--- config.mk ---
export PLATFORM = sky130hd
export DESIGN_NAME = interval_timer_flat
export DESIGN_NICKNAME = d
export VERILOG_FILES = /design/src/rtl/interval_timer_if.sv /design/src/rtl/interval_timer.sv /design/src/flat_wrapper.sv
export SDC_FILE = /design/constraint.sdc
export NUM_CORES = 1
export LEC_CHECK = 0
export CAP_MARGIN = 40
export CORE_MARGIN = 2
export CORE_UTILIZATION = 40
export CTS_BUF_LIST = sky130_fd_sc_hd__clkbuf_8
export DETAILED_ROUTE_END_ITERATION = 10
export PLACE_DENSITY = 0.71
export SETUP_SLACK_MARGIN = 0.15
export SYNTH_ARGS = -nofsm -noshare
export SYNTH_HDL_FRONTEND = slang
export SYNTH_SLANG_ARGS = --single-unit
--- constraint.sdc ---
create_clock -name clk -period 2.4 [get_ports clk]
set_clock_uncertainty 0.2 [all_clocks]
set_input_delay 0.36 -clock clk [delete_from_list [all_inputs] [get_ports clk]]
set_output_delay 0.36 -clock clk [all_outputs]
set_load 0.03 [all_outputs]
--- src/rtl/interval_timer_if.sv ---
// Handshake bundle between the program/sync block, the traffic FSM and the interval timer.
// start_timer is a one-cycle request with no ready; expired is a level that acts as the timer's
// "valid" and stays high from interval end until the next start_timer.
interface interval_timer_if #(
    parameter int VALUE_W = 4
);
    logic               prg_sync_in;
    logic [1:0]         param_sel;
    logic [VALUE_W-1:0] time_value;
    logic               start_timer;
    logic [1:0]         interval_address;
    logic               expired;
    logic [VALUE_W-1:0] remaining;
    logic               tick_1hz;

    modport master (
        output prg_sync_in, param_sel, time_value, start_timer, interval_address,
        input  expired, remaining, tick_1hz
    );

    modport slave (
        input  prg_sync_in, param_sel, time_value, start_timer, interval_address,
        output expired, remaining, tick_1hz
    );
endinterface

--- src/rtl/interval_timer.sv ---
// Programmable interval timer: three interval registers, a one-second prescaler and a
// seconds countdown that raises expired at interval end until the FSM restarts it.
module interval_timer #(
    parameter int TICKS_PER_SEC = 50_000_000,
    parameter int VALUE_W       = 4,
    parameter int BASE_DEF      = 6,
    parameter int EXT_DEF       = 3,
    parameter int YEL_DEF       = 2
) (
    input  logic             clk,
    input  logic             sys_reset_n,
    interval_timer_if.slave  bus,
    output logic             dbg_state
);
    localparam int PRESC_W = $clog2(TICKS_PER_SEC);
    localparam logic [PRESC_W-1:0] PRESC_LAST = PRESC_W'(TICKS_PER_SEC - 1);

    typedef enum logic {RUNNING = 1'b0, EXPIRED = 1'b1} state_t;

    state_t             state;
    logic [PRESC_W-1:0] presc;
    logic [VALUE_W-1:0] base_q;
    logic [VALUE_W-1:0] ext_q;
    logic [VALUE_W-1:0] yel_q;
    logic [VALUE_W-1:0] remaining_q;
    logic               expired_q;
    logic               tick_q;
    logic               wr_en;
    logic [1:0]         load_addr;
    logic [VALUE_W-1:0] load_val;

    // Zero writes are dropped so an interval can never be programmed to nothing.
    assign wr_en     = bus.prg_sync_in && (bus.param_sel != 2'b11) && (bus.time_value != '0);
    assign load_addr = (bus.interval_address == 2'b11) ? 2'b00 : bus.interval_address;

    always_comb begin
        load_val = base_q;
        case (load_addr)
            2'b01:   load_val = ext_q;
            2'b10:   load_val = yel_q;
            default: load_val = base_q;
        endcase
        // A same-edge write to the register being loaded is forwarded.
        if (wr_en && (bus.param_sel == load_addr)) begin
            load_val = bus.time_value;
        end
    end

    always_ff @(posedge clk or negedge sys_reset_n) begin
        if (!sys_reset_n) begin
            state       <= RUNNING;
            presc       <= '0;
            base_q      <= VALUE_W'(BASE_DEF);
            ext_q       <= VALUE_W'(EXT_DEF);
            yel_q       <= VALUE_W'(YEL_DEF);
            remaining_q <= VALUE_W'(BASE_DEF);
            expired_q   <= 1'b0;
            tick_q      <= 1'b0;
        end else begin
            tick_q <= 1'b0;
            if (wr_en) begin
                case (bus.param_sel)
                    2'b00:   base_q <= bus.time_value;
                    2'b01:   ext_q  <= bus.time_value;
                    2'b10:   yel_q  <= bus.time_value;
                    default: ;
                endcase
            end
            if (bus.start_timer) begin
                state       <= RUNNING;
                remaining_q <= load_val;
                presc       <= '0;
                expired_q   <= 1'b0;
            end else if (state == RUNNING) begin
                if (presc == PRESC_LAST) begin
                    presc  <= '0;
                    tick_q <= 1'b1;
                    if (remaining_q != '0) begin
                        remaining_q <= remaining_q - VALUE_W'(1);
                    end
                    if (remaining_q <= VALUE_W'(1)) begin
                        state     <= EXPIRED;
                        expired_q <= 1'b1;
                    end
                end else begin
                    presc <= presc + PRESC_W'(1);
                end
            end
        end
    end

    assign bus.expired   = expired_q;
    assign bus.remaining = remaining_q;
    assign bus.tick_1hz  = tick_q;
    assign dbg_state     = (state == EXPIRED);
endmodule

--- src/flat_wrapper.sv ---
// flat-port wrapper written by rule: the top's interface ports become plain ports
module interval_timer_flat 
#(
    parameter int TICKS_PER_SEC = 50_000_000,
    parameter int VALUE_W       = 4,
    parameter int BASE_DEF      = 6,
    parameter int EXT_DEF       = 3,
    parameter int YEL_DEF       = 2
)
  (clk, sys_reset_n, dbg_state, bus_prg_sync_in, bus_param_sel, bus_time_value, bus_start_timer, bus_interval_address, bus_expired, bus_remaining, bus_tick_1hz);
  interval_timer_if #(.VALUE_W(VALUE_W)) bus_i ();
  input  logic clk;
  input  logic sys_reset_n;
  output logic dbg_state;
  input wire logic [$bits(bus_i.prg_sync_in)-1:0] bus_prg_sync_in;
  input wire logic [$bits(bus_i.param_sel)-1:0] bus_param_sel;
  input wire logic [$bits(bus_i.time_value)-1:0] bus_time_value;
  input wire logic [$bits(bus_i.start_timer)-1:0] bus_start_timer;
  input wire logic [$bits(bus_i.interval_address)-1:0] bus_interval_address;
  output wire logic [$bits(bus_i.expired)-1:0] bus_expired;
  output wire logic [$bits(bus_i.remaining)-1:0] bus_remaining;
  output wire logic [$bits(bus_i.tick_1hz)-1:0] bus_tick_1hz;
  assign bus_i.prg_sync_in = bus_prg_sync_in;
  assign bus_i.param_sel = bus_param_sel;
  assign bus_i.time_value = bus_time_value;
  assign bus_i.start_timer = bus_start_timer;
  assign bus_i.interval_address = bus_interval_address;
  assign bus_expired = bus_i.expired;
  assign bus_remaining = bus_i.remaining;
  assign bus_tick_1hz = bus_i.tick_1hz;
  interval_timer #(.TICKS_PER_SEC(TICKS_PER_SEC), .VALUE_W(VALUE_W), .BASE_DEF(BASE_DEF), .EXT_DEF(EXT_DEF), .YEL_DEF(YEL_DEF)) u_core (.clk(clk), .sys_reset_n(sys_reset_n), .bus(bus_i), .dbg_state(dbg_state));
endmodule
==> Yosys cells after proc, flatten, opt, wreduce, memory -nomap -nowiden <==
Index checks and enable logic that the tools add are counted.
{ "totals": {"ff_bits": 45, "in_bits": 12, "elab_cells": 55} }
{ "classes": {"addsub": 2, "n_lt_le_gt_ge": 1, "eq_ne": 9, "muxes": 21, "n_reduce_logical": 14} }
{ "ops": {"columns": ["op", "count"], "rows": [
  ["$mux 26", 3],
  ["$add 26x1->26 const B", 1],
  ["$eq 26x26->1 const B", 1],
  ["$mux 4", 5],
  ["$mux 1", 11],
  ["$pmux 4 s2", 1],
  ["$reduce_bool 4->1", 2],
  ["$eq 2x2->1 const B", 3],
  ["$reduce_and 2->1", 3],
  ["$reduce_and 3->1", 2],
  ["$reduce_bool 2->1", 3],
  ["$eq 2x1->1 const B", 2],
  ["$le 4x1->1 const B", 1],
  ["$ne 2x2->1 const B", 2],
  ["$sub 4x1->4 const B", 1],
  ["$logic_and 1x1->1", 3],
  ["$eq 2x2->1", 1],
  ["$logic_not 2->1", 1],
  ["$mux 2", 1]
]} }

==> Logic depth before layout (Yosys ltp) <==
Gate-level depths: netlist of run 1.
{ "depth": {"depth_word": 6, "ltp_mapped": 7, "ltp_nobuf": 7} }

==> Worst setup path after synthesis of run 1 <==
OpenSTA, ideal clock, no wires.
{ "synth_path": {"path_kind": "reg-to-reg", "startpoint": "reg u_core.presc[0]", "endpoint": "reg u_core.presc[20]", "arrival_ps": 1978, "slack_ps": 139, "stages_incl_launch_ff": 7, "n_path_buf": 0, "path_cell_list": "dfrtp_1 -> ha_1 -> nand4_1 -> or2_2 -> or4_1 -> or4b_1 -> o21ai_0"} }
{ "synth_between": {"elab_chain_cells": 4, "elab_cells_between_ends": 5} }
{ "synth_rtl": {"columns": ["element", "line_no", "rtl"], "rows": [
  ["start: declaration", "interval_timer.sv:21", "logic [PRESC_W-1:0] presc;"],
  ["start signal: assignment", "interval_timer.sv:86", "presc <= presc + PRESC_W'(1);"],
  ["$add 26x1->26 or $eq 26x26->1 (tied branches)", "interval_timer.sv:86, interval_timer.sv:75", null],
  ["$mux 26 (*)", "interval_timer.sv:75", "if (presc == PRESC_LAST) begin"],
  ["$mux 26 (*)", "interval_timer.sv:74", "end else if (state == RUNNING) begin"],
  ["$mux 26 (*)", "interval_timer.sv:69", "if (bus.start_timer) begin"]
]} }
Every way passes the cells marked *; elsewhere a longest branch is shown, timed or not. The select of a mux whose other input is x is not followed.
A chain may end at the register's enable or synchronous reset.

==> Final worst setup path of run 1 <==
{ "layout_path": {"startpoint": "reg u_core.presc[9]", "endpoint": "reg u_core.presc[20]"} }
The elaborated chain is that of the path after synthesis.

==> metrics.cfg, run 1 <==
[timing]
slew_viol_final = 0
tightestPinTransition_ps = 473.5
hold_ws_ps = 299.8
slew_headroom = 0.6819
rsz0062_at_grt = true
setup_viol = 0
fin_crit_ps = 2297
hold_violations = 0
layout_worst_path_cycle_share = 0.9571
fmax_ghz = 0.4353

[route]
drtPass1Iterations = 4
detail-route-antenna-nets = 0
routed_wl_um = 5802
routedWlPerCell_um = 14.84
vias_per_cell = 5.440
drt_iter0_markers = 123
drc = 0
dr_total_vias = 2127

[setup_path]
r2r-end = u_core.presc[20]$_DFFE_PN0N_
reg2regPathDepth = 5
start_kind = flop
crit_type = flop to flop
required_ps = 2430
worst_setup_path_end_kind = flop
r2r_slack_ps = 100
path_max_fanout = 5
r2r_start = u_core.presc[9]$_DFFE_PN0N_
arrival_ps = 2330

[clock_tree]
numCtsBuffers = 5
path_clk_slew_ps = 90
clk_latency_ps = 300
clockRootBuffer = clkbuf_8
tritoncts = done
cts_max_level = 2
clock_sinks = 45
cts_buffer_depth = 2

[logic_synthesis]
yosysTopAreaCellShare = 0.3835
synth_top_family_by_area = simple AND/OR/NAND/NOR gates
synth-async-reset-ratio = 1.000
synthFlopType = dfrtp_1
seq_area_frac_synth = 0.4576
synth-simple-area-share = 0.2412
synth.most_common_cell = dfrtp_1
ys_warn_count = 0
ys_ff_latch = 45
muxShareOfSynthArea = 0.07518
synth_nets = 274
synth.distinct_cells = 41
synthTopCellsByArea = dfrtp_1 (38%), dfstp_2 (7.4%), mux2_2 (5.9%)
synth_compound_area_frac = 0.08779
syn-cell-area_mm2 = 0.002480
synth-edff-count = 0
yosys.area.top_type = dfrtp_1
synthCells = 255
synth.top_cells.by_count = dfrtp_1 (38), nor2_1 (24), nand2_1 (19)
synth-adder-area-share = 0.03532
avgSynthCellArea_um2 = 9.725
synth_xor_area_frac = 0.07417

[floorplanning]
die_width_um = 82.74
die_y_um = 82.74
io_pins = 19
start_util = 0.4164
fp.dieArea_mm2 = 0.006846
rows = 28
core_mm2 = 0.005956

[place]
dpl.hpwl_um = 4230
gp_congestion = 0.8793
port_buffers = 18

[layout]
synthToLayoutAreaGrowth_pct = 28.76
drive_above_1_share = 0.2563
multiInputGateArea_mm2 = 0.001319
ff_latch_area_mm2 = 0.001135
nFillCells = 520
nNetsFinal = 334
antenna_cells = 0

[pwr]
switching_share = 0.2786
power_leakage_nw = 1.327
intPower_w = 0.001252
vdd_drop_max_v = 0.0003153
power_frac_clock = 0.277
power.switching_w = 0.0004836
power_w = 0.001736
seq_power_share = 0.511
power_density_mw_per_mm2 = 543.6
combPwrFrac = 0.212

[grt]
grt_overflow = 0
grt_first_pass_wirelength_um = 9660
antenna_found_initial = 0
gr-usage-all-layers = 0.1840
grt_start_max_net_pins = 22
grt_pass1_vias = 2191

[min_path]
hp-class = input pin to asynchronous set/reset pin

[run]
maxCapViolations = 0

[status]
status = finished clean

sequential cells by signal (all words and copies together) (netlist names):
register              cells
u_core.dbg_state          1
u_core.ext_q              4
u_core.base_q             4
u_core.bus.tick_1hz       1
u_core.bus.expired        1
u_core.yel_q              4
u_core.presc             26
u_core.bus.remaining      4
stage by stage:
| step | instances | setup TNS, ps | area [um^2] | utilization | setup WS [ps] |
|---|---|---|---|---|---|
| 2_1_floorplan | 255 | 0 | 2482 | - | 154.4 |
| 6_report | 391 | 0 | 3193 | 0.5361 | 102.9 |
| 5_1_grt | 391 | 0 | 3193 | 0.5361 | 77.44 |
| 3_5_place_dp | 375 | -253.5 | 2997 | 0.5032 | -253.5 |
| 3_3_place_gp | 375 | -196.8 | 2997 | 0.5032 | -196.8 |
| 4_1_cts | 390 | 0 | 3162 | 0.5309 | 127.4 |
how the worst max path moves through the flow:
stage / startpoint / end / cells after the start
final: u_core.presc[9]$_DFFE_PN0N_ / u_core.presc[20]$_DFFE_PN0N_ / 5
after global routing: u_core.presc[0]$_DFFE_PN0N_ / u_core.presc[20]$_DFFE_PN0N_ / 6
after CTS: u_core.presc[1]$_DFFE_PN0N_ / u_core.presc[20]$_DFFE_PN0N_ / 6
after detailed placement: bus_interval_address[1] / u_core.bus.remaining[0]$_DFFE_PN0P_ / 8
after global placement: bus_interval_address[1] / u_core.bus.remaining[0]$_DFFE_PN0P_ / 8
after floorplan: u_core.presc[0]$_DFFE_PN0N_ / u_core.presc[20]$_DFFE_PN0N_ / 6
power by group through the flow:
| stage | combinational (W) | clock [W] | sequential (W) |
|---|---|---|---|
| after floorplan | 0.000164 | 0 | 0.000934 |
| after global placement | 0.000347 | 0 | 0.000899 |
| after detailed placement | 0.000359 | 0 | 0.000901 |
| after CTS | 0.000368 | 0.000489 | 0.000887 |
| after global routing | 0.000408 | 0.000526 | 0.000897 |
| final | 0.000368 | 0.000481 | 0.000887 |
cells by family (layout without fill, tap and decap cells):
logic type,Yosys count,in the layout
AOI/OAI and AO/OA,36,36
xor gates and xnor gates,21,21
adders and majority gates,7,7
buffers and inverters,19,80
DFF,45,45
muxes,17,17
and+or+nand+nor,110,110
cells in the final DEF, fill, tap and decap left out, drive strengths merged, types with 4 or more instances in the layout:
cell | netlist | final
a21oi | 11 | 11
a22oi | 4 | 4
buf | 0 | 43
clkbuf | 8 | 6
clkdlybuf4s50 | 0 | 15
dfrtp | 38 | 38
dfstp | 7 | 7
ha | 7 | 7
inv | 11 | 13
mux2 | 13 | 13
mux2i | 4 | 4
nand2 | 19 | 19
nand3 | 8 | 8
nand4 | 10 | 10
nor2 | 24 | 24
nor3 | 12 | 12
nor3b | 4 | 4
nor4 | 7 | 7
o21ai | 12 | 12
or3 | 4 | 4
xnor2 | 14 | 14
xor2 | 7 | 7
worst max-delay path, stage by stage (launching register included):
cell	delay, ps
dfrtp_1	460
nand2_1	110
or3_4	390
or4_4	490
or4b_1	480
o21ai_1	100
area by class of cell:
class	instances	share of cell area
Tap cell	75	0.02939
Clock buffer	6	0.02586
Multi-Input combinational cell	191	0.4130
Timing Repair Buffer	61	0.1611
Clock inverter	2	0.002351
Sequential cell	45	0.3554
Inverter	11	0.01293
layer usage:
layer  wire, um  vias to the layer above  track usage
met4         68                        0      0.06230
li1           -                     1034            -
met5          0                        -            0
met1       2628                     1040       0.2192
met2       2895                       43       0.3242
met3        209                       10      0.04348
repair_timing:
item,CTS,global route
endpoints found under the setup margin,2,27
hold endpoints to repair,14,0
pin swaps,3,1
resized for setup,9,5
setup buffers,6,1
hold buffers,1,0
(Power assumes the default switching activity.)
==> inputs of run 2 (changes only) <==
--- a/config.mk
+++ b/config.mk
@@ -6,12 +6,14 @@
 export NUM_CORES = 1
 export LEC_CHECK = 0
 export CAP_MARGIN = 40
+export CORE_ASPECT_RATIO = 1.75
 export CORE_MARGIN = 2
-export CORE_UTILIZATION = 40
+export CORE_UTILIZATION = 54
 export CTS_BUF_LIST = sky130_fd_sc_hd__clkbuf_8
 export DETAILED_ROUTE_END_ITERATION = 10
-export PLACE_DENSITY = 0.71
+export PLACE_DENSITY = 0.89
 export SETUP_SLACK_MARGIN = 0.15
+export SKIP_CTS_REPAIR_TIMING = 1
 export SYNTH_ARGS = -nofsm -noshare
 export SYNTH_HDL_FRONTEND = slang
 export SYNTH_SLANG_ARGS = --single-unit
==> metrics.cfg, run 2 (same netlist as run 1, synthesis figures left out) <==
[floorplanning]
die_y_um = 93.65
io_pins = 19
fp.dieArea_mm2 = 0.005172
start_util = 0.5631
core_mm2 = 0.004404
die_width_um = 55.23
rows = 32

[setup_path]
crit_family = simple AND/OR/NAND/NOR gates
cp_num_buf_inv = 0
slowest_delay_ps = 490
arrival_ps = 2300
crit_path_top_delay_cell = or4_4
path_max_fanout = 3
worst_setup_path_end_kind = flop
required_ps = 2430
crit_type = flop to flop
cp-startpoint = u_core.presc[4]$_DFFE_PN0N_
r2r_start = u_core.presc[4]$_DFFE_PN0N_
reg2regPathDepth = 5
path_cells = nand3_2 -> or3_4 -> or4_4 -> or4b_1 -> o21ai_1
worstSetupPathDepth = 5
start_kind = flop

[clock_tree]
path_clk_slew_ps = 90
cts_buffer_depth = 2
clockRootBuffer = clkbuf_8
clk_latency_ps = 300
cts_max_level = 2
clock_sinks = 45
numCtsBuffers = 5
tritoncts = done

[layout]
nNetsFinal = 329
ff_latch_area_mm2 = 0.001140
nFillCells = 327
final_cell_mix = buf_4 (35), dfrtp_1 (34), nor2_1 (24), nand2_1 (19), clkdlybuf4s50_1 (15)
antenna_cells = 0
final_util = 0.7148
regMostFlops = u_core.presc
largest_reg_flops = 26
final_common_cell = buf_4
drive_above_1_share = 0.2637
multiInputGateArea_mm2 = 0.001323
synthToLayoutAreaGrowth_pct = 26.94

[status]
status = finished clean

[grt]
grt_pass1_vias = 2241
antenna_found_initial = 0
grt_overflow = 0
gr-usage-all-layers = 0.2565
grt_first_pass_wirelength_um = 10380
grt_start_max_net_pins = 46

[route]
drc = 0
routed_wl_um = 6428
vias_per_cell = 6.155
dr_total_vias = 2228
routedWlPerCell_um = 17.76
detail-route-antenna-nets = 0
drt_iter0_markers = 76
drtPass1Iterations = 4

[timing]
setup_viol = 0
tightestPinTransition_ps = 553.4
fmax_ghz = 0.4401
slew_viol_final = 0
layout_worst_path_cycle_share = 0.9469
slew_headroom = 0.6311
hold_violations = 0
rsz0062_at_grt = true
fin_ws_ps = 127.5
fin_crit_ps = 2272

[pwr]
power_density_mw_per_mm2 = 561.2
vdd_drop_max_v = 0.0007041
power_leakage_nw = 1.303

[place]
port_buffers = 18
gp_congestion = 0.8485
dpl.hpwl_um = 4602
dp_slack_ps = -237.1

[run]
maxCapViolations = 0

[min_path]
hold_path_depth = 1
hold_path.startpoint = u_core.bus.expired$_DFFE_PN0P_
hp-class = flop to flop

run 2: cell count changes in the layout (fill, tap and decap cells not counted), sizes merged:
cell and delta:
inv -2, dlygate4sd2 -2, dlymetal6s2s +2, clkinv +2, buf -5
run 2: area by class of cell:
type,count,share of cell area
Clock buffer,6,0.02623
Clock inverter,2,0.004372
Inverter,11,0.01312
Multi-Input combinational cell,191,0.4201
Sequential cell,45,0.3621
Tap cell,51,0.02027
Timing Repair Buffer,56,0.1538
run 2: final timing paths:
| check | endpoint | slack [ps] |
|---|---|---|
| min in group asynchronous | u_core.presc[7]$_DFFE_PN0N_ | 470 |
| max in group asynchronous | u_core.dbg_state$_DFF_PN0_ | 1130 |
| worst max register to register | u_core.presc[20]$_DFFE_PN0N_ | 130 |
| worst min register to register | u_core.bus.expired$_DFFE_PN0P_ | 300 |
| worst max-delay path | u_core.presc[20]$_DFFE_PN0N_ | 130 |
| worst min-delay path | u_core.bus.expired$_DFFE_PN0P_ | 300 |
run 2: routing by layer:
layer,global-route usage,vias to the layer above,routed length [um]
met2,0.5099,83,3752
li1,-,1021,-
met4,0.1362,0,308
met3,0.03734,29,216
met5,0,-,0
met1,0.2434,1095,2151
run 2: per-stage QoR:
step / instances / setup TNS (ps) / total power (W) / area, um^2 / hold slack (ps)
2_1_floorplan: 255 / 0 / 0.001097 / 2482 / -135.6
6_report: 362 / 0 / 0.001767 / 3148 / 299.8
5_1_grt: 362 / 0 / 0.001851 / 3148 / 326.4
3_3_place_gp: 348 / -183.4 / 0.001247 / 2944 / 268.3
3_5_place_dp: 348 / -237.1 / 0.001268 / 2944 / 273.8
4_1_cts: 356 / 0 / 0.001767 / 3040 / -55.46
run 2: where the power goes:
group | switching (W) | internal, W
clock | 0.000261 | 0.000234
sequential | 0.0000530 | 0.000843
combinational | 0.000197 | 0.000179
total | 0.000511 | 0.00126
==> inputs of run 3 (changes only) <==
--- a/config.mk
+++ b/config.mk
@@ -6,14 +6,15 @@
 export NUM_CORES = 1
 export LEC_CHECK = 0
 export CAP_MARGIN = 40
-export CORE_ASPECT_RATIO = 1.75
+export CORE_ASPECT_RATIO = 0.6
 export CORE_MARGIN = 2
-export CORE_UTILIZATION = 54
+export CORE_UTILIZATION = 55
 export CTS_BUF_LIST = sky130_fd_sc_hd__clkbuf_8
 export DETAILED_ROUTE_END_ITERATION = 10
-export PLACE_DENSITY = 0.89
+export PLACE_DENSITY = 0.87
 export SETUP_SLACK_MARGIN = 0.15
 export SKIP_CTS_REPAIR_TIMING = 1
+export SLEW_MARGIN = 40
 export SYNTH_ARGS = -nofsm -noshare
 export SYNTH_HDL_FRONTEND = slang
 export SYNTH_SLANG_ARGS = --single-unit
==> constraint.sdc (replaced) <==
create_clock -name clk -period 2.45 [get_ports clk]
set_clock_uncertainty 0.2 [all_clocks]
set_input_delay 0.3675 -clock clk [delete_from_list [all_inputs] [get_ports clk]]
set_output_delay 0.3675 -clock clk [all_outputs]
set_load 0.03 [all_outputs]
==> metrics.cfg, run 3 (same netlist as run 1, synthesis figures left out) <==
[timing]
hold_violations = 0
tightestPinTransition_ps = 575.6
slew_headroom = 0.6133
fin_ws_ps = 105.1
layout_worst_path_cycle_share = 0.9571
hold_ws_ps = 297.6
setup_tns_ps = 0
rsz0062_at_grt = true
setup_viol = 0
fin_crit_ps = 2345
fmax_ghz = 0.4264
slew_viol_final = 0

[setup_path]
crit_type = flop to flop
required_ps = 2480
worst_setup_path_end_kind = flop
start_kind = flop
path_max_fanout = 3
arrival_ps = 2370

[run]
maxCapViolations = 0

[layout]
nNetsFinal = 323
regMostFlops = u_core.presc
drive_above_1_share = 0.2230
antenna_cells = 0
nFillCells = 295
final_util = 0.7338
final_cell_mix = dfrtp_1 (38), buf_4 (31), nor2_1 (24), nand2_1 (19), clkdlybuf4s50_1 (15)
largest_reg_flops = 26
synthToLayoutAreaGrowth_pct = 24.62
final_common_cell = dfrtp_1

[floorplanning]
io_pins = 19
rows = 18
fp.dieArea_mm2 = 0.005079
die_y_um = 56.01
core_mm2 = 0.004212
start_util = 0.5888
die_width_um = 90.69

[grt]
gr-usage-all-layers = 0.2516
grt_pass1_vias = 2037
grt_start_max_net_pins = 46
grt_first_pass_wirelength_um = 10070
antenna_found_initial = 0
grt_overflow = 0

[route]
detail-route-antenna-nets = 0
drtPass1Iterations = 5
dr_total_vias = 2167
routed_wl_um = 6079
vias_per_cell = 5.937
drt_iter0_markers = 184
drc = 0
routedWlPerCell_um = 16.65

[clock_tree]
numCtsBuffers = 5
clock_sinks = 45
cts_max_level = 2
cts_buffer_depth = 2
clockRootBuffer = clkbuf_8
tritoncts = done
clk_latency_ps = 300
path_clk_slew_ps = 80

[place]
dpl.hpwl_um = 4472
port_buffers = 18
gp_congestion = 0.8674
dp_slack_ps = -215.2

[pwr]
power_leakage_nw = 1.284
vdd_drop_max_v = 0.0004611
power_density_mw_per_mm2 = 587.8

[min_path]
hp-class = flop to flop

[status]
status = finished clean

[run 3: worst max-delay path, stage by stage (launching register included)]
cell and delay [ps]:
dfrtp_1 380, ha_2 200, nand4_1 160, or2_4 270, or4_4 510, or4b_1 460, o21ai_0 90
[run 3: where the power goes]
part	switching, W	internal [W]	total [W]	leakage, nW
registers	0.0000517	0.000826	0.000877	0.584
clock network	0.000251	0.000328	0.000579	0.0626
logic	0.000189	0.000171	0.000360	0.638
total	0.000491	0.00133	0.00182	1.28
[run 3: worst paths after layout]
path | start | endpoint | slack, ps | depth (start not counted)
max | u_core.presc[1]$_DFFE_PN0N_ | u_core.presc[20]$_DFFE_PN0N_ | 110 | 6
min | u_core.bus.expired$_DFFE_PN0P_ | u_core.bus.expired$_DFFE_PN0P_ | 300 | 1
max reg2reg | u_core.presc[1]$_DFFE_PN0N_ | u_core.presc[20]$_DFFE_PN0N_ | 110 | 6
min reg2reg | u_core.bus.expired$_DFFE_PN0P_ | u_core.bus.expired$_DFFE_PN0P_ | 300 | 1
max in group asynchronous | sys_reset_n | u_core.presc[16]$_DFFE_PN0N_ | 1190 | 3
min in group asynchronous | sys_reset_n | u_core.presc[11]$_DFFE_PN0N_ | 470 | 3
[run 3: final cells by class]
cell class,count,area (um^2),area share
clock buffers,6,82.58,0.02672
clock inverters,2,33.78,0.01093
inverters,11,41.29,0.01336
multi-input cells,191,1300,0.4206
flip-flops and latches,45,1135,0.3672
well taps,60,75.07,0.02429
repair buffers,50,422.9,0.1368
[run 3: through the flow]
step	instances	cell area [um^2]	total power, W
floorplan	255	2480	0.001075
global route	365	3090	0.001892
finish	365	3090	0.001817
CTS	362	3034	0.001816
detailed placement	354	2918	0.001239
global placement	354	2918	0.001217
[run 3: per-layer routing]
layer | track usage | routed length (um) | vias up
li1 | - | - | 1014
met1 | 0.3845 | 3040 | 1052
met2 | 0.3582 | 2535 | 89
met3 | 0.04743 | 400 | 12
met4 | 0.07912 | 103 | 0
met5 | 0 | 0 | -
==> RTL change 1: new RTL, flow settings as in run 3 <==
`TICKS_PER_SEC` is set to 50_000_000 in 2 places; all go to 200_000_000.
--- a/src/rtl/interval_timer.sv
+++ b/src/rtl/interval_timer.sv
@@ -1,7 +1,7 @@
 // Programmable interval timer: three interval registers, a one-second prescaler and a
 // seconds countdown that raises expired at interval end until the FSM restarts it.
 module interval_timer #(
-    parameter int TICKS_PER_SEC = 50_000_000,
+    parameter int TICKS_PER_SEC = 200_000_000,
     parameter int VALUE_W       = 4,
     parameter int BASE_DEF      = 6,
     parameter int EXT_DEF       = 3,
--- a/src/flat_wrapper.sv
+++ b/src/flat_wrapper.sv
@@ -1,7 +1,7 @@
 // flat-port wrapper written by rule: the top's interface ports become plain ports
 module interval_timer_flat 
 #(
-    parameter int TICKS_PER_SEC = 50_000_000,
+    parameter int TICKS_PER_SEC = 200_000_000,
     parameter int VALUE_W       = 4,
     parameter int BASE_DEF      = 6,
     parameter int EXT_DEF       = 3,
Function: no difference found for any inputs over 10 cycles, from zero or initial values and one cycle with sys_reset_n low; that may be too few to reach the edited logic, so the function may still have changed.
==> RTL change 1 against run 3 <==
Fmax fell by 8.7%. Wire length rose by 8.1%. Total power fell by 5.0%. Synthesized area rose by 6.7%. Die area is 6.3% higher. Design area grew 6.8%. Sequential share of layout area is 0.80 points lower. Sequential cell count increased by 2. Hold slack worse by 0.36 ns. Worst setup slack worse by 0.22 ns. Core utilization down 1.4 points. The run now ends with negative hold slack, negative setup slack left. First-iteration DRC count is 28% higher.
==> RTL change 1: results <==
synth:
  yosys.area.top_type_share: 0.378
  ys.flop_type: "dfrtp_1"
  synth_top_cells_by_count: "dfrtp_1, nor2_1, xnor2_1, mux2_2, nand2_1"
  ys_warn_count: 0
  synth_cell_types: 49
  yosysSeqAreaShare: 0.448
  async_flop_share: 1.00
  netlist_top_cells_area: "dfrtp_1, dfstp_2, xnor2_1"
  syn_nets: 288
power:
  ir_drop_mv: 0.372
  leakagePower_nw: 1.34
final_layout:
  drive_gt1_frac: 0.249
  fillerInstances: 321
  largest_reg_flops: 28
  regMostFlops: "u_core.presc"
  finalNetCount: 343
global_route:
  grt_max_degree: 48
  grt_pass1_vias: 2270
  grt_usage: 0.265
  grt_pass1_wl_mm: 11.1
setup_path:
  cp_slowest_cell: "or4_4"
  crit_arrival_ns: 2.55
  critPathMaxFanout: 4
  critPathMaxStageDelay_ns: 0.54
  cpLargestDelayFamily: "simple AND/OR/NAND/NOR gates"
sta:
  setup_violations: 26
  fin_ws_ns: -0.119
  whs_ns: -0.0672
  timing.final.hold_violations: 40
  slew-limit-headroom: 0.618
placement:
  routabilityCongestion: 0.948
  hpwlAfterDp_mm: 4.87
  placed_cell_area_um2: 3130
  numPortBuffers: 18
drt:
  drt_iter0_markers: 235
  finalWirelength_mm: 6.57
  via_per_inst: 6.02
clock_network:
  cts_max_level: 2
  cts_made_buffers: 5
  cts.path.max_buffers: 2
run_status:
  violations: "negative hold slack, negative setup slack"
  status: "finished with violations"
worst_hold_path:
  hold_path.class: "in -> async"
## RTL change 1: cell count changes in the layout (fill, tap and decap cells not counted), sizes merged, moves of 3 or more
cell,change
o21ai,-4
or4,+4
and2,-3
nor2,+14
nand2,-6
xnor2,+5
nor3,-3
nor4,+5
buf,+9
a21oi,-3
## RTL change 1: cell type report
type / instances / share of cell area
clock buffer: 7 / 0.0292
clock inverter: 1 / 0.00114
inverter: 10 / 0.0114
multi-input combinational: 202 / 0.430
sequential: 47 / 0.359
tap: 63 / 0.0239
timing repair buffer: 58 / 0.145
## RTL change 1: logic make-up (layout without fill, tap and decap cells)
family / count (synthesis) / count (layout) / share of synthesized area
fa+ha+maj: 7 / 7 / 0.0331
mux: 17 / 17 / 0.0710
xor+xnor: 25 / 25 / 0.0828
compound gates: 31 / 31 / 0.0771
simple gates: 122 / 122 / 0.253
flops: 47 / 47 / 0.448
buf+inv: 20 / 76 / 0.0355
## RTL change 1: metrics by stage
step,instances,TNS (ns),setup slack [ns],hold slack (ns),util
final,388,-2.30,-0.119,-0.0672,0.720
after global routing,388,-4.95,-0.222,0.00777,0.720
after CTS,385,-4.30,-0.208,-0.0367,0.704
after detailed placement,377,-3.78,-0.192,0.291,0.683
after global placement,377,-0.862,-0.0787,0.284,0.683
after floorplan,269,-0.822,-0.125,-0.128,-
## RTL change 1: power by group
| part | internal (mW) | switching [mW] |
|---|---|---|
| combinational | 0.147 | 0.155 |
| sequential | 0.853 | 0.0601 |
| clock | 0.254 | 0.257 |
## RTL change 1: routing by layer
layer | up-vias | track usage | wire length (um)
met5 | - | 0 | 0
met4 | 0 | 0.0435 | 114
met3 | 18 | 0.0754 | 659
met2 | 119 | 0.364 | 2640
met1 | 1123 | 0.423 | 3150
li1 | 1075 | - | -
## RTL change 1: worst reg2reg max path: stages, from the launching register on
cell     delay, ns
dfrtp_1       0.38
or4bb_1       0.53
or4_4         0.54
or3_4         0.46
o41ai_4       0.21
a22oi_1       0.13
## RTL change 1: path summary, 6_finish.rpt
kind | from | endpoint | slack, ns | cells after the start
max | u_core.presc[18] | u_core.bus.remaining[3] | -0.12 | 5
min | sys_reset_n | u_core.bus.remaining[0] | -0.07 | 2
max reg2reg | u_core.presc[18] | u_core.bus.remaining[3] | -0.12 | 5
min reg2reg | u_core.yel_q[3] | u_core.yel_q[3] | 0.31 | 1
max in group asynchronous | sys_reset_n | u_core.presc[9] | 1.70 | 2
min in group clk | u_core.yel_q[3] | u_core.yel_q[3] | 0.31 | 1
==> RTL change 2: new RTL, config.mk and constraints of run 3 <==
Made on the original files. Put a register stage on the output `dbg_state`, with the module's reset. The value now appears one clock later. The other outputs are not delayed to match.
--- a/src/rtl/interval_timer.sv
+++ b/src/rtl/interval_timer.sv
@@ -92,6 +92,12 @@
     assign bus.expired   = expired_q;
     assign bus.remaining = remaining_q;
     assign bus.tick_1hz  = tick_q;
-    assign dbg_state     = (state == EXPIRED);
+    always_ff @(posedge clk or negedge sys_reset_n) begin
+        if (!sys_reset_n) begin
+            dbg_state <= '0;
+        end else begin
+            dbg_state <= (state == EXPIRED);
+        end
+    end
 endmodule
 
Check against the original RTL: same outputs for any inputs over 10 cycles, from zero or initial values and one cycle with sys_reset_n low; that may be too few to reach the edited logic, so the function may still have changed.
==> RTL change 2 against run 3 <==
Wire length rose by 8.1%. Synthesized area rose by 1.0%. Total power fell by 0.26%. Worst setup slack improved by 0.028 ns. Clock power fell by 5.0%. Sequential cell count rose by 1. Design area rose by 2.3%. Critical path depth did not move.
==> RTL change 2: results <==
final_layout:
  largest_reg_flops: 26
  antenna_cells: 0
  drive_gt1_frac: 0.245
  regMostFlops: "u_core.presc"
  finalNetCount: 328
placement:
  post-place-ws_ns: -0.314
  hpwlAfterDp_mm: 4.60
  placed_cell_area_um2: 2940
  numPortBuffers: 18
  routabilityCongestion: 0.890
drt:
  drt_iter0_markers: 200
  num_vias: 2246
  drt_pass1_iterations: 6
  detail_route.wl_per_cell_um: 17.8
power:
  p_switching_uw: 499
  leakagePower_nw: 1.32
  ir_drop_mv: 0.459
setup_path:
  critPathMaxFanout: 2
  critPathMaxStageDelay_ns: 0.51
  cp_slowest_cell: "or4_4"
  cp-startpoint: "u_core.presc[1]"
  crit_arrival_ns: 2.35
global_route:
  grt_max_degree: 30
  grt_pass1_wl_mm: 10.1
  antenna_found_initial: 0
  grt_pass1_vias: 2070
  grt_usage: 0.250
clock_network:
  root_buffer: "clkbuf_8"
  cts_max_level: 2
  clk_pin_slew_worst_paths_ns: 0.09
  cts.path.max_buffers: 2
synth:
  netlist_top_cells_area: "dfrtp_1, dfstp_2, mux2_2"
  synth_cell_types: 41
  yosysSeqAreaShare: 0.463
  syn_nets: 275
  async_flop_share: 1.00
  synth_top_cells_by_count: "dfrtp_1, nor2_1, nand2_1, xnor2_1, mux2_2"
worst_hold_path:
  holdPathStages: 0
  hold_start: "u_core.state"
  hold_end: "u_core.dbg_state"
sta:
  tightestPinTransition_ns: 0.679
run_status:
  status: "finished, final reports clean"
-- RTL change 2: cell types whose count changed after synthesis --
| cell | run 3 | this run |
|---|---|---|
| dfrtp_1 | 38 | 39 |
-- RTL change 2: final cells by class --
| type | count | area (um^2) |
|---|---|---|
| Timing Repair Buffer | 54 | 453 |
| Sequential cell | 46 | 1160 |
| Fill cell | 289 | 1070 |
| Clock inverter | 3 | 37.5 |
| Clock buffer | 5 | 68.8 |
| Inverter | 11 | 41.3 |
| Tap cell | 60 | 75.1 |
| Multi-Input combinational cell | 191 | 1320 |
-- RTL change 2: how the worst max path moves through the flow --
stage	to	slack, ns	cells after the start
final	u_core.presc[20]	0.13	6
after global routing	u_core.presc[20]	0.1	6
after CTS	u_core.bus.remaining[0]	0.01	8
after detailed placement	u_core.bus.remaining[0]	-0.31	8
after global placement	u_core.bus.remaining[0]	-0.14	8
after floorplan	u_core.presc[20]	0.19	6
-- RTL change 2: cells by family (layout without fill, tap and decap cells) --
kind of cell / Yosys count / in the layout / share of synthesized area
compound gates: 36 / 36 / 0.0869
xor+xnor: 21 / 21 / 0.0734
fa+ha+maj: 7 / 7 / 0.0350
buf+inv: 19 / 73 / 0.0285
flops: 46 / 46 / 0.463
mux: 17 / 17 / 0.0744
simple gates: 110 / 110 / 0.239
-- RTL change 2: per-stage QoR --
stage	TNS [ns]	instances	hold WS, ns
2_1_floorplan	0	256	-0.128
3_3_place_gp	-0.144	355	0.222
3_5_place_dp	-0.496	355	0.235
4_1_cts	0	363	-0.0886
5_1_grt	0	370	0.329
6_report	0	370	0.294
-- RTL change 2: metal layers --
layer / global-route usage / vias to the layer above / share of wire
met3: 0.0564 / 9 / 0.083
met2: 0.368 / 100 / 0.46
met4: 0.0606 / 0 / 0.0090
li1: - / 1019 / -
met1: 0.377 / 1118 / 0.45
met5: 0 / - / 0
-- RTL change 2: power by group through the flow --
stage	Sequential (mW)	Combinational, mW	Clock (mW)
CTS	0.890	0.352	0.554
global placement	0.899	0.338	0
detailed placement	0.903	0.350	0
global route	0.900	0.401	0.588
floorplan	0.931	0.160	0
finish	0.893	0.369	0.550
